<file path="config.mk">
export PLATFORM = sky130hd
export DESIGN_NAME = hsv_stream_tx
export DESIGN_NICKNAME = d
export VERILOG_FILES = /design/src/rtl/hsv_stream_tx.sv
export SDC_FILE = /design/constraint.sdc
export NUM_CORES = 1
export LEC_CHECK = 0
export ABC_CLOCK_PERIOD_IN_PS = 2000
export BUFFER_PORTS_ARGS = -buffer_cell sky130_fd_sc_hd__buf_2
export CAP_MARGIN = 20
export CORE_ASPECT_RATIO = 1.75
export CORE_MARGIN = 5
export CORE_UTILIZATION = 55
export DETAILED_ROUTE_END_ITERATION = 16
export GPL_ROUTABILITY_DRIVEN = 1
export PLACE_DENSITY = 0.75
export SETUP_SLACK_MARGIN = 0.3
export SYNTH_ARGS = -nofsm -noshare
export SYNTH_HDL_FRONTEND = slang
export SYNTH_SLANG_ARGS = --single-unit
</file>
<file path="constraint.sdc">
create_clock -name fpga_clk -period 2 [get_ports fpga_clk]
set_input_delay 0.2 -clock fpga_clk [delete_from_list [all_inputs] [get_ports fpga_clk]]
set_output_delay 0.2 -clock fpga_clk [all_outputs]
set_load 0.005 [all_outputs]
</file>
<file path="src/rtl/hsv_stream_tx.sv">
`default_nettype none
// ============================================================================
// Module   : hsv_stream_tx
// Purpose  : Serialises 24-bit HSV pixels LSB first as a tx_clk/tx_data pair,
//            one frame of FRAME_PIXELS pixels per start request.
// Revision : 1.0 - initial release
// ============================================================================
module hsv_stream_tx #(
    parameter int LENGTH       = 16,
    parameter int WIDTH        = 16,
    parameter int HALF_PERIOD  = 4000,
    parameter int FRAME_PIXELS = LENGTH * WIDTH
) (
    input  logic        fpga_clk,
    input  logic        rst,
    input  logic        start,
    input  logic        pix_valid,
    input  logic [23:0] pix_data,
    output logic        pix_ready,
    output logic        tx_clk,
    output logic        tx_data,
    output logic        busy,
    output logic        frame_done,
    output logic [15:0] pix_count
);

    localparam int                 c_CNT_W        = $clog2(HALF_PERIOD + 1);
    localparam logic [c_CNT_W-1:0] c_HALF_LAST    = c_CNT_W'(HALF_PERIOD - 1);
    localparam logic [c_CNT_W-1:0] c_CNT_ONE      = c_CNT_W'(1);
    localparam logic [15:0]        c_FRAME_PIXELS = 16'(FRAME_PIXELS);
    localparam logic [4:0]         c_LAST_BIT     = 5'd23;

    localparam logic [2:0] c_S_IDLE     = 3'd0;
    localparam logic [2:0] c_S_WAIT_PIX = 3'd1;
    localparam logic [2:0] c_S_LOW      = 3'd2;
    localparam logic [2:0] c_S_HIGH     = 3'd3;
    localparam logic [2:0] c_S_DONE     = 3'd4;

    logic [2:0]         r_state;
    logic [23:0]        r_shreg;
    logic [4:0]         r_bit_idx;
    logic [c_CNT_W-1:0] r_half_cnt;
    logic [15:0]        r_pix_count;

    logic               w_half_end;
    logic [15:0]        w_pix_count_nxt;

    assign w_half_end      = (r_half_cnt == c_HALF_LAST);
    assign w_pix_count_nxt = r_pix_count + 16'd1;

    always_ff @(posedge fpga_clk) begin
        if (rst) begin
            r_state     <= c_S_IDLE;
            r_shreg     <= 24'd0;
            r_bit_idx   <= 5'd0;
            r_half_cnt  <= '0;
            r_pix_count <= 16'd0;
        end else begin
            case (r_state)
                c_S_IDLE: begin
                    if (start) begin
                        r_pix_count <= 16'd0;
                        r_state     <= c_S_WAIT_PIX;
                    end
                end
                c_S_WAIT_PIX: begin
                    if (pix_valid) begin
                        r_shreg    <= pix_data;
                        r_bit_idx  <= 5'd0;
                        r_half_cnt <= '0;
                        r_state    <= c_S_LOW;
                    end
                end
                c_S_LOW: begin
                    if (w_half_end) begin
                        r_half_cnt <= '0;
                        r_state    <= c_S_HIGH;
                    end else begin
                        r_half_cnt <= r_half_cnt + c_CNT_ONE;
                    end
                end
                c_S_HIGH: begin
                    if (w_half_end) begin
                        r_half_cnt <= '0;
                        // Data only advances on the falling edge, keeping it stable while tx_clk is high
                        if (r_bit_idx == c_LAST_BIT) begin
                            r_pix_count <= w_pix_count_nxt;
                            r_state     <= (w_pix_count_nxt == c_FRAME_PIXELS) ? c_S_DONE : c_S_WAIT_PIX;
                        end else begin
                            r_bit_idx <= r_bit_idx + 5'd1;
                            r_state   <= c_S_LOW;
                        end
                    end else begin
                        r_half_cnt <= r_half_cnt + c_CNT_ONE;
                    end
                end
                c_S_DONE: begin
                    r_state <= c_S_IDLE;
                end
                default: begin
                    r_state <= c_S_IDLE;
                end
            endcase
        end
    end

    assign pix_ready  = (r_state == c_S_WAIT_PIX);
    assign tx_clk     = (r_state == c_S_HIGH);
    assign busy       = (r_state != c_S_IDLE);
    assign frame_done = (r_state == c_S_DONE);
    assign tx_data    = r_shreg[r_bit_idx];
    assign pix_count  = r_pix_count;

endmodule
`default_nettype wire

</file>
# ---- Word-level counts from Yosys, hierarchy flattened
# Cells that the tools add are included.
dict set report word_totals {
  reg_bits 60
  in_bits 28
  out_inout_bits 21
}
dict set report op_classes {
  add_sub_neg 3
  n_eq_ne 13
  order_cmp 1
  muxes 20
  n_reduce_logical 11
}
# operator n
set ops {}
lappend ops {{16-bit two-way mux} 3}
lappend ops {{16-bit one-hot mux with 2 select lines} 1}
lappend ops {{12-bit two-way mux} 2}
lappend ops {{12-bit one-hot mux with 2 select lines} 1}
lappend ops {{3-bit two-way mux} 6}
lappend ops {{16-bit by 1-bit adder with 16-bit output, second input constant} 1}
lappend ops {{16-bit by 9-bit equality test with 1-bit output, second input constant} 1}
lappend ops {{5-bit two-way mux} 3}
lappend ops {{12-bit by 1-bit adder with 12-bit output, second input constant} 1}
lappend ops {{12-bit equality test, second input constant} 1}
lappend ops {{3-bit one-hot mux with 4 select lines} 1}
lappend ops {{4-bit AND reduction} 3}
lappend ops {{5-bit one-hot mux with 2 select lines} 1}
lappend ops {{2-bit inequality test, second input constant} 4}
lappend ops {{3-bit by 2-bit equality test with 1-bit output, second input constant} 2}
lappend ops {{5-bit by 6-bit less-than comparator with 1-bit output, second input constant} 1}
lappend ops {{2-bit nonzero test} 3}
lappend ops {{5-bit by 1-bit adder with 5-bit output, second input constant} 1}
lappend ops {{1-bit binary-select mux with 5-bit select} 1}
lappend ops {{5-bit equality test, second input constant} 1}
lappend ops {{2-bit by 1-bit inequality test with 1-bit output, second input constant} 2}
lappend ops {{2-bit AND reduction} 2}
lappend ops {{3-bit by 1-bit equality test with 1-bit output, second input constant} 1}
lappend ops {{3-bit equality test, second input constant} 1}
lappend ops {{other kinds (4)} 4}

# ---- Longest topological paths before layout
# Gate-level depths: netlist of run 1.
dict set report logic_depth {
  ltp_word 6
  mapped_depth 8
  ltp_nobuf 6
}

# ---- Worst setup path after synthesis of run 1
# No wires, ideal clock.
dict set report synth_path {
  path_kind {reg-to-output}
  start {register r_bit_idx[0]}
  end {output tx_data}
  arrival_ns 1.711
  setup_slack_ns 0.089
  stages_incl_launch_ff 5
  t_required_ns 1.800
  path_cell_list {dfxtp_1 buf_6 mux4_1 mux4_2 mux2_2}
}
dict set report synth_between {
  elab_chain_cells 2
}
# item line
set synth_rtl {}
lappend synth_rtl {{start, declared} 41} ;# logic [4:0] r_bit_idx;
lappend synth_rtl {{start signal, assigned} 90} ;# r_bit_idx <= r_bit_idx + 5'd1;
lappend synth_rtl {{1-bit binary-select mux with 5-bit select} 111} ;# assign tx_data = r_shreg[r_bit_idx];
lappend synth_rtl {{1-bit two-way mux (implied by the code)} 111}
lappend synth_rtl {{end, declared} 21} ;# output logic tx_data,
# No other way between the ends. The select of a mux whose other input is x is not followed.

# ---- Worst setup path in the final report of run 1
# Ends and elaborated chain as after synthesis.

==> results.json, run 1 <==
{
  "syn_area_sq_um": 3277,
  "vias": 3453,
  "synthDistinctLibCells": 52,
  "synth-edff-count": 0,
  "layout_common_cells": "nand2_1, buf_2, a21oi_1, dfxtp_1, buf_4",
  "rsz0062_at_grt": "yes",
  "place.gp.congestion": 0.8848,
  "power.total_mw": 2.723,
  "slowest_stage": "mux4_2",
  "fin_util_pct": 76.30,
  "worst_path_most_repeated_cell": "mux4_2",
  "slew_headroom_pct": 45.87,
  "pin_count": 49,
  "cts-root-buf": "clkbuf_8",
  "grt_util_met2_pct": 41.43,
  "cp-end-kind": "output pin",
  "synth_fp_nets": 436,
  "critPathLaunch": "r_bit_idx[0]",
  "path_class": "reg2out",
  "drt_wl_total_mm": 9.847,
  "final_common_cell": "nand2_1",
  "rows": 37,
  "port_buffers": 48,
  "drt_iter0_drc": 280,
  "critPathArrivalTime_ns": 2.10,
  "cp_data_required_time_ns": 1.80,
  "initial_core_util_pct": 56.18,
  "fin_ws_ns": -0.3015,
  "failed_checks": "negative setup slack",
  "core_sq_um": 5833,
  "dieHeight_um": 112.1,
  "num_antenna_cells": 0,
  "cp_max_fo": 5,
  "cap_violations": 0,
  "synthSimpleGateAreaFrac_pct": 29.71,
  "cp_cell_sequence": "mux4_2 > mux4_2 > mux2_4 > buf_6",
  "grt_pass1_wl_mm": 14.34,
  "synth_top_family_by_area": "simple AND/OR/NAND/NOR gates",
  "min_from": "pix_data[8]",
  "cpPeakStageDelay_ns": 0.49,
  "ir_drop_v": 0.0005138,
  "antenna_found_initial": 0,
  "die_w_um": 68.35,
  "synth.largest_area_cell": "dfxtp_1",
  "setup_viol": 1,
  "fin_crit_sh_pct": 115.1,
  "grt-ovfl-total": 0,
  "drc": 0,
  "synth_compound_area_share_pct": 18.94,
  "design_area_sq_um": 4451,
  "post_drt_via_cell_ratio": 6.188,
  "async_reset_ff_share_pct": 0,
  "synthAdderAreaFrac_pct": 1.527,
  "ys_seq_area_share_pct": 36.66,
  "startpoint_type": "flip-flop",
  "use_met3_pct": 4.505,
  "hold_viol": 0,
  "grt_use_met1_pct": 26.08,
  "fin_crit_ns": 2.302,
  "synthMuxAreaShare_pct": 6.644,
  "fmax_mhz": 434.5,
  "clock_sinks": 60,
  "synth-seq-cells": 60,
  "grt_max_degree": 25,
  "htree_levels": 3,
  "clkLatencyLatePin_ns": 0.35,
  "synth_top_area_share_pct": 36.66,
  "grt.busiest_layer": "met2",
  "synthToLayoutAreaGrowth_pct": 35.82,
  "netlist_instances": 404,
  "ys_warn_count": 0,
  "p_leak_nw": 1.660,
  "synth_xor_area_share_pct": 1.871,
  "hold_class": "in2reg",
  "route.detailed.wl_per_inst_um": 17.65,
  "die-area_sq_um": 7663,
  "cts_tree": "yes",
  "status": "finished, violations left",
  "first_pass_iters": 5,
  "timing.rr.start": "r_bit_idx[0]",
  "cts_made_buffers": 9,
  "dpl-instance-area_sq_um": 3709,
  "synthTopCellsByArea": "dfxtp_1, nand2_1, a21oi_1",
  "grtUsageTotal_pct": 24.12,
  "finalMaxSlewViolations": 0,
  "dp_slack_ns": 0.02156,
  "drive_gt1_share_pct": 42.08,
  "synth-main-ff-cell": "dfxtp_1",
  "grt_pass1_vias": 3156,
  "skew_ns": 0.01031,
  "ant_nets": 0,
  "postSynthAreaPerCell_sq_um": 8.111,
  "clk_pin_slew_ns": 0.07,
  "post-dp-hpwl_mm": 6.037,
  "cellPowerDensity_nw_per_um2": 611.7,
  "nets": 507,
  "clockBufferDepth": 2,
  "worst_pin_slew_ns": 0.8103
}
## area by class of cell
cell class	count	area (sq um)
clock buffers	11	141.4
well taps	78	97.59
clock inverters	5	27.53
flip-flops and latches	60	1244
repair buffers	90	624.3
multi-input cells	312	2308
fillers	429	1383
inverters	2	7.507
## timing repair
action                                  in CTS  in global routing
pin swaps                                    4                 49
gates resized for setup                     31                 88
hold buffers                                 0                  0
endpoints found under the setup margin      28                 56
cloned                                       3                  1
buffers inserted                             1                 12
## critical path: cells and delay by family, from the launching register on
kind | cells | cell delay, ns
mux | 3 | 1.25
flops | 1 | 0.40
buf+inv | 1 | 0.12
## report_power, final
group	internal [mW]	leakage, nW	switching, mW	total (mW)
Sequential	1.23	0.497	0.0449	1.28
Combinational	0.224	1.07	0.282	0.507
Clock	0.474	0.0889	0.467	0.941
## logic make-up after synthesis
| logic type | count (synthesis) |
|---|---|
| flops | 60 |
| compound gates | 102 |
| xor+xnor | 7 |
| buf+inv | 33 |
| mux | 11 |
| fa+ha+maj | 4 |
| simple gates | 187 |
## path summary, 6_finish.rpt
path	end	slack, ns	cells past startpoint
min reg2reg	r_shreg[19]	0.46	2
max reg2reg	pix_count[7]	0.03	8
max	tx_data	-0.30	4
min	r_shreg[8]	0.09	3
## Yosys cell counts (3+ instances only)
master / count
nand2_1: 67
dfxtp_1: 60
a21oi_1: 48
nor2_1: 32
nand3_1: 17
o21ai_0: 17
nor3_1: 16
buf_2: 13
clkbuf_1: 13
and3_1: 9
a31oi_1: 7
xnor2_1: 7
a211oi_1: 6
and2_1: 6
nand3b_1: 6
a311oi_1: 5
mux4_1: 5
or3_1: 5
clkbuf_2: 4
ha_1: 4
nor4_1: 4
o21a_1: 4
or4_1: 4
a22oi_1: 3
a41oi_1: 3
mux2i_1: 3
## flip-flops by register name, indices dropped and copies added, names as in the netlist
register / count
pix_count: 16
r_bit_idx: 5
r_half_cnt: 12
r_shreg: 24
r_state: 3
## metrics by stage
step,setup TNS (ns),hold WS [ns],cells
after CTS,-0.3115,0.07913,545
after global placement,0,0.4398,525
final,-0.3015,0.08646,558
after detailed placement,0,0.4461,525
after floorplan,0,0.3360,404
after global routing,-0.5521,0.09054,558
## routing by layer
layer	vias up	part of all wire (%)
li1	1608	-
met1	1672	35
met2	134	56
met3	39	4.3
met4	0	4.6
met5	-	0
Power figures use the tool's default switching activity.
==> run 2: changes to the inputs <==
--- a/config.mk
+++ b/config.mk
@@ -10,10 +10,10 @@
 export CAP_MARGIN = 20
 export CORE_ASPECT_RATIO = 1.75
 export CORE_MARGIN = 5
-export CORE_UTILIZATION = 55
+export CORE_UTILIZATION = 57
 export DETAILED_ROUTE_END_ITERATION = 16
 export GPL_ROUTABILITY_DRIVEN = 1
-export PLACE_DENSITY = 0.75
+export PLACE_DENSITY = 0.78
 export SETUP_SLACK_MARGIN = 0.3
 export SYNTH_ARGS = -nofsm -noshare
 export SYNTH_HDL_FRONTEND = slang
==> run 2 against run 1 <==
The flow still finishes with violations (negative setup slack). Clock power increased by 24%. Largest cell class unchanged. Combinational power decreased by 4.1%. Die area decreased by 3.1%. Highest routed layer unchanged. Global-route usage increased by 2.9 points. Final cell count increased by 0.90%.
==> results.json, run 2 (same netlist as run 1, synthesis figures left out) <==
{
  "min_from": "pix_data[13]",
  "fin_crit_ns": 2.327,
  "drive_gt1_share_pct": 41.48,
  "place.gp.congestion": 0.8818,
  "cts-root-buf": "clkbuf_8",
  "finalMaxSlewViolations": 0,
  "startpoint_type": "flip-flop",
  "slowest_stage": "mux4_2",
  "rsz0062_at_grt": "yes",
  "critPathArrivalTime_ns": 2.13,
  "nets": 514,
  "clock_sinks": 60,
  "drt_iter0_drc": 326,
  "fin_util_pct": 80.33,
  "hold_depth": 3,
  "ir_drop_v": 0.0006190,
  "initial_core_util_pct": 58.67,
  "fin_crit_sh_pct": 116.3,
  "cp_cell_sequence": "mux4_2 > mux4_2 > mux2_4 > buf_6",
  "grt_max_degree": 29,
  "final_common_cell": "nand2_1",
  "dpl-instance-area_sq_um": 3766,
  "worst_path_most_repeated_cell": "mux4_2",
  "dieHeight_um": 110.3,
  "clk_pin_slew_ns": 0.07,
  "setup_viol": 1,
  "pin_count": 49,
  "fmax_mhz": 429.8,
  "layout_common_cells": "nand2_1, buf_2, a21oi_1, dfxtp_1, buf_4",
  "cts_made_buffers": 9,
  "timing.rr.start": "r_bit_idx[0]",
  "cp_max_fo": 6,
  "post_drt_via_cell_ratio": 6.478,
  "largest_reg_flops": 24,
  "die-area_sq_um": 7425,
  "grt-ovfl-total": 0,
  "hold_class": "in2reg",
  "fin_ws_ns": -0.3268,
  "clkLatencyLatePin_ns": 0.35,
  "first_pass_iters": 5,
  "ant_nets": 0,
  "grt_pass1_wl_mm": 15.32,
  "failed_checks": "negative setup slack",
  "hold_viol": 0,
  "p_leak_nw": 1.697,
  "skew_ns": 0.008178,
  "slew_headroom_pct": 50.11,
  "drc": 0,
  "port_buffers": 48,
  "r2r_cells": 8,
  "cts_tree": "yes",
  "rows": 36,
  "htree_levels": 3,
  "design_area_sq_um": 4487,
  "vias": 3647,
  "reg2reg_to": "pix_count[14]",
  "grtUsageTotal_pct": 27.03,
  "cap_violations": 0,
  "synthToLayoutAreaGrowth_pct": 36.92,
  "num_antenna_cells": 0,
  "core_sq_um": 5585,
  "antenna_found_initial": 0,
  "drt_wl_total_mm": 10.99,
  "cp-end-kind": "output pin",
  "cpPeakStageDelay_ns": 0.51,
  "fill_cells": 376,
  "final.setup.tns_ns": -0.3268,
  "holdPathEnd": "r_shreg[13]",
  "status": "finished, violations left",
  "clockBufferDepth": 2,
  "grt_pass1_vias": 3370,
  "post-dp-hpwl_mm": 6.412,
  "die_w_um": 67.32,
  "postCtsHoldBufs": 0,
  "cp_data_required_time_ns": 1.80,
  "route.detailed.wl_per_inst_um": 19.53,
  "top_register": "r_shreg",
  "cellPowerDensity_nw_per_um2": 653.2,
  "power.total_mw": 2.931,
  "path_class": "reg2out",
  "worst_pin_slew_ns": 0.7468,
  "rrSetupSlack_ns": 0.05
}
## run 2: changes by cell type in the layout (fill, tap and decap cells not counted), sizes merged
cell / delta
clkinvlp: +1
bufinv: +1
buf: +6
clkinv: -3
inv: +1
and2: +1
## run 2: final cells by class
| type | count | area [sq um] | share of cell area, % |
|---|---|---|---|
| Multi-Input combinational cell | 313 | 2281 | 50.84 |
| Clock buffer | 11 | 151.4 | 3.374 |
| Sequential cell | 60 | 1241 | 27.66 |
| Tap cell | 76 | 95.09 | 2.119 |
| Clock inverter | 5 | 58.81 | 1.311 |
| Inverter | 2 | 10.01 | 0.2231 |
| Timing Repair Buffer | 96 | 649.4 | 14.47 |
## run 2: critical path, delay by kind of cell, from the launching register on
kind / cells / cell delay, ns
mux: 3 / 1.27
buf+inv: 1 / 0.12
flops: 1 / 0.40
## run 2: metal layers
metal	track usage [%]	share of wire, %	vias to the layer above
met5	0	0	-
met4	17.42	6.2	0
met3	4.767	5.7	75
met2	47.99	52	207
met1	28.46	36	1729
li1	-	-	1636
## run 2: what timing repair did
item                                    CTS  global route
gates cloned                              3             1
pin swaps                                14            18
endpoints found under the setup margin   31            28
gates resized for setup                  59            44
setup buffers                             5             7
## run 2: worst max-delay path by stage
stage / start / end / slack, ns / cells after the start
3_5_place_dp: r_bit_idx[0] / tx_data / -0.003 / 4
5_1_grt: r_bit_idx[0] / tx_data / -0.38 / 4
6_report: r_bit_idx[0] / tx_data / -0.33 / 4
3_3_place_gp: r_bit_idx[0] / tx_data / 0.03 / 4
4_1_cts: r_bit_idx[0] / tx_data / -0.33 / 4
2_1_floorplan: r_bit_idx[0] / tx_data / 0.14 / 4
## run 2: per-stage QoR
step                      setup slack, ns  hold WS, ns  instances
after global routing              -0.3787      0.08820        563
after CTS                         -0.3336      0.07327        555
final                             -0.3268      0.07787        563
after detailed placement        -0.002848       0.4455        531
after global placement            0.02779       0.4399        531
after floorplan                    0.1352       0.3360        404
## run 2: where the power goes
| part | switching, mW | leakage (nW) | internal, mW | total [mW] |
|---|---|---|---|---|
| Combinational | 0.284 | 1.10 | 0.202 | 0.486 |
| Clock | 0.527 | 0.102 | 0.645 | 1.17 |
| Sequential | 0.0424 | 0.496 | 1.23 | 1.27 |
| Total | 0.853 | 1.70 | 2.08 | 2.93 |
